File: src/rtl/rr_merge_dataless.sv
// Round-robin merge of NUM_INPUTS dataless requesters onto one handshake channel.
// A single transparent buffer slot holds token+index while the consumer stalls.
module rr_merge_dataless #(
    parameter int NUM_INPUTS  = 4,
    parameter int INDEX_WIDTH = 2
) (
    input  logic                   clk,
    input  logic                   rst,
    input  logic [NUM_INPUTS-1:0]  ins_valid,
    output logic [NUM_INPUTS-1:0]  ins_ready,
    output logic                   outs_valid,
    input  logic                   outs_ready,
    output logic [INDEX_WIDTH-1:0] index
);

    localparam int RW = INDEX_WIDTH + 1;

    generate
        if ((1 << INDEX_WIDTH) < NUM_INPUTS) begin : g_width_check
            $error("rr_merge_dataless: INDEX_WIDTH too small for NUM_INPUTS");
        end
    endgenerate

    logic                   r_full;
    logic [INDEX_WIDTH-1:0] r_idx;
    logic [INDEX_WIDTH-1:0] r_ptr;

    logic                   w_any;
    logic                   w_acc;
    logic [INDEX_WIDTH-1:0] w_grant;
    logic [INDEX_WIDTH-1:0] w_ptr_next;
    logic [INDEX_WIDTH-1:0] w_rot_idx [NUM_INPUTS];
    logic [NUM_INPUTS-1:0]  w_rot_valid;

    // Offset gi from the pointer maps to input (ptr + gi) mod NUM_INPUTS.
    genvar gi;
    generate
        for (gi = 0; gi < NUM_INPUTS; gi++) begin : g_rot
            logic [RW-1:0] w_sum;
            logic [RW-1:0] w_wrapped;
            assign w_sum       = {1'b0, r_ptr} + RW'(gi);
            assign w_wrapped   = (w_sum >= RW'(NUM_INPUTS)) ? (w_sum - RW'(NUM_INPUTS)) : w_sum;
            assign w_rot_idx[gi]   = w_wrapped[INDEX_WIDTH-1:0];
            assign w_rot_valid[gi] = |(ins_valid & (NUM_INPUTS'(1) << w_rot_idx[gi]));
        end
    endgenerate

    assign w_any = |ins_valid;

    // Scan from the farthest offset down so the nearest valid offset wins.
    always_comb begin
        w_grant = '0;
        for (int k = NUM_INPUTS - 1; k >= 0; k--) begin
            if (w_rot_valid[k]) begin
                w_grant = w_rot_idx[k];
            end
        end
    end

    assign w_acc      = w_any & ~r_full;
    assign w_ptr_next = (w_grant == INDEX_WIDTH'(NUM_INPUTS - 1)) ? '0 : (w_grant + INDEX_WIDTH'(1));

    generate
        for (gi = 0; gi < NUM_INPUTS; gi++) begin : g_ready
            assign ins_ready[gi] = w_acc & (w_grant == INDEX_WIDTH'(gi));
        end
    endgenerate

    assign outs_valid = r_full | w_any;
    assign index      = r_full ? r_idx : w_grant;

    always_ff @(posedge clk) begin
        if (rst) begin
            r_full <= 1'b0;
            r_idx  <= '0;
            r_ptr  <= '0;
        end else begin
            r_full <= (w_any | r_full) & ~outs_ready;
            if (w_acc & ~outs_ready) begin
                r_idx <= w_grant;
            end
            if (w_acc) begin
                r_ptr <= w_ptr_next;
            end
        end
    end

endmodule

File: config.mk
export PLATFORM = sky130hd
export DESIGN_NAME = rr_merge_dataless
export DESIGN_NICKNAME = d
export VERILOG_FILES = /design/src/rtl/rr_merge_dataless.sv
export SDC_FILE = /design/constraint.sdc
export NUM_CORES = 1
export LEC_CHECK = 0
export CORE_AREA = 2 2 39 41
export DETAILED_ROUTE_END_ITERATION = 6
export DIE_AREA = 0 0 41 43
export GPL_ROUTABILITY_DRIVEN = 0
export SETUP_SLACK_MARGIN = 0.05
export SKIP_CTS_REPAIR_TIMING = 1
export SYNTH_ARGS = -nofsm -noshare
export SYNTH_HDL_FRONTEND = slang
export SYNTH_SLANG_ARGS = --single-unit
File: constraint.sdc
create_clock -name clk -period 6.67 [get_ports clk]
set_clock_uncertainty 0.2 [all_clocks]
set_input_delay 1.334 -clock clk [delete_from_list [all_inputs] [get_ports clk]]
set_output_delay 1.334 -clock clk [all_outputs]
set_load 0.05 [all_outputs]
==> results.ini <==
[status]
status=finished, final reports clean

[floorplanning]
die_area_sq_um=1760
core.rowCount=14
fp.coreArea_sq_um=1380
die_x_microns=41
die_h_microns=43
pin_count=14
start_util=0.346

[clocking]
path_clk_slew_ns=0.04
root_buffer=clkbuf_4
cts_sinks=5
clk_latency_ns=0.24
numCtsBuffers=3
cts_tree=done
h-tree-depth=1
clk_path_buf_depth=2

[synthesis]
synth-simple-area-share=0.185
postSynthCellCount=60
synthMuxAreaShare=0.0235
syn_avg_cell_area_sq_um=7.99
yosysSeqAreaShare=0.209
synth.area.top_cells=dfxtp_1 21%, ha_1 18%, a22oi_1 9.4%, a211oi_1 4.7%, nand2_1 4.7%
synthAdderAreaFrac=0.183
synth_compound_area_frac=0.360
synthXorXnorAreaFrac=0
synth_top_cell_by_area=dfxtp_1
synth_top_area_share=0.209
syn_nets=74
syn-cell-area_sq_um=479
synth.yosys.warnings=0
synth_seq_cells=5
synth_cell_types=23
synth_top_family_by_area=compound AO/OA/AOI/OAI gates

[power]
power_leakage_uw=0.000269
ir_drop_mv=0.342
finalPower_uw=323
power_density_nw_per_um2=493

[route]
wl_microns=1100
vias=508
dr.pass1.iters=4
ant_nets=0
post_drt_wl_per_cell_microns=11.9
drt_iter0_markers=12
via_per_inst=5.46
drc=0

[sta]
post-route-min-period_ns=5.49
setup_tns_ns=0
tightestPinTransition_ns=0.711
slew_violations=0
rsz0062_at_grt=false
slew_headroom=0.521
setup_viol=0
hold_viol_final=0
fmax_mhz=182
fin_crit_sh=0.823

[final_layout]
nets=92
syn_to_final_growth_pct=36.8
final_cell_mix=13 x clkdlybuf4s50_1, 7 x ha_1, 6 x a22oi_1, 6 x nand2_1
insertedDiodeCount=0
layout_commonest_cell=clkdlybuf4s50_1
drive_above_1_share=0.104
nFillCells=140

[global_route]
grt_max_degree=8
gr-total-overflow=0
grtUsageMet2=0.225
grt_usage=0.140
grtUsageMet3=0.0681
top_usage_layer=met2
grt_pass1_vias=461
antenna_found_initial=0
grt_use_met1=0.165
grt_pass1_wl_microns=1730

[worst_setup_path]
cp_cell_sequence=clkdlybuf4s50_1 -> a22o_1 -> a2111o_1 -> a311oi_1 -> a21o_2 -> ha_1 -> and2_1 -> clkdlybuf4s50_1
cpMostUsedCell=clkdlybuf4s50_1
worstSetupStartpoint=ins_valid[2]
worstPathRequired_ns=5.14
arrival_ns=3.95
cp_num_buf_inv=2
start_kind=input pin
critPathKind=in -> out
cp-end-kind=primary output
cp_slowest_stage_delay_ns=0.79
crit_slowest_cell=clkdlybuf4s50_1
r2r-start=r_ptr[0]$_SDFFE_PP0P_
critPathTopFamily=buffers and inverters
cp_max_fo=5

[hold_path]
hold_class=reg -> reg
hold_start=r_idx[0]$_SDFFE_PP0P_

[placement]
dp_hpwl_microns=820
portBuffers=13

[job]
max_cap_viol_count=0

[registers in the layout (all words and copies together) (netlist names)]
register  cells
r_full        1
r_ptr         2
r_idx         2
[Yosys cell counts (all sizes together)]
cell type and number:
a22oi 6, nor2 5, a211oi 4, o21bai 1, a21o 1, nand2 6, nor4 1, inv 5
dfxtp 5, ha 7, o21ai 3, nor3 2, o2bb2ai 1, a311oi 1, a2111o 1, mux2 1
a22o 2, nand3 1, and2 3, and3 1, a21oi 3
[routing by layer]
layer,up-vias,routed length [microns],share of wire
met2,26,494,0.45
li1,258,-,-
met5,-,0,0
met3,0,129,0.12
met1,224,478,0.43
met4,0,0,0
[worst paths after layout]
check | end | slack [ns] | cells after the start
min reg2reg | r_idx[0]$_SDFFE_PP0P_ | 0.32 | 2
max | ins_ready[3] | 1.18 | 8
min | r_idx[0]$_SDFFE_PP0P_ | 0.32 | 2
max reg2reg | r_ptr[1]$_SDFFE_PP0P_ | 4.16 | 9
[power breakdown]
part / total, uW / switching [uW] / leakage, uW / internal [uW]
clock network: 35.4 / 12.7 / 0.0000150 / 22.6
logic: 245 / 154 / 0.000212 / 91.1
registers: 42.9 / 6.63 / 0.0000415 / 36.3
[cell type report]
| cell class | instances | area, sq um | share of cell area |
|---|---|---|---|
| Timing Repair Buffer | 13 | 130 | 0.198 |
| Inverter | 5 | 18.8 | 0.0286 |
| Sequential cell | 5 | 100 | 0.153 |
| Tap cell | 16 | 20.0 | 0.0305 |
| Multi-Input combinational cell | 50 | 360 | 0.550 |
| Clock buffer | 4 | 26.3 | 0.0401 |
[worst reg2reg max path: stages (launching register included)]
cell and delay (ns):
dfxtp_1 0.42, inv_1 0.11, ha_1 0.25, a22o_1 0.25
a2111o_1 0.34, a311oi_1 0.28, a21o_2 0.18, ha_1 0.24
nand2_1 0.07, a21oi_1 0.06
[through the flow]
step                      area [sq um]  hold slack (ns)  worst slack (ns)   util  std cells
after floorplan                    479            0.273              1.94      -         60
after global placement             629            0.293              1.18  0.455         89
after detailed placement           629            0.295              1.21  0.455         89
after CTS                          656            0.328              1.19  0.474         93
after global routing               656            0.336              1.05  0.474         93
final                              656            0.315              1.18  0.474         93
[cell families (layout without fill, tap and decap cells)]
logic type               after synthesis  in the layout
AND/OR/NAND/NOR                       19             19
multiplexers                           1              1
AO/OA/AOI/OAI                         23             23
buffers and inverters                  5             22
adder cells (fa/ha/maj)                7              7
flip-flops                             5              5
(Power assumes the default switching activity.)
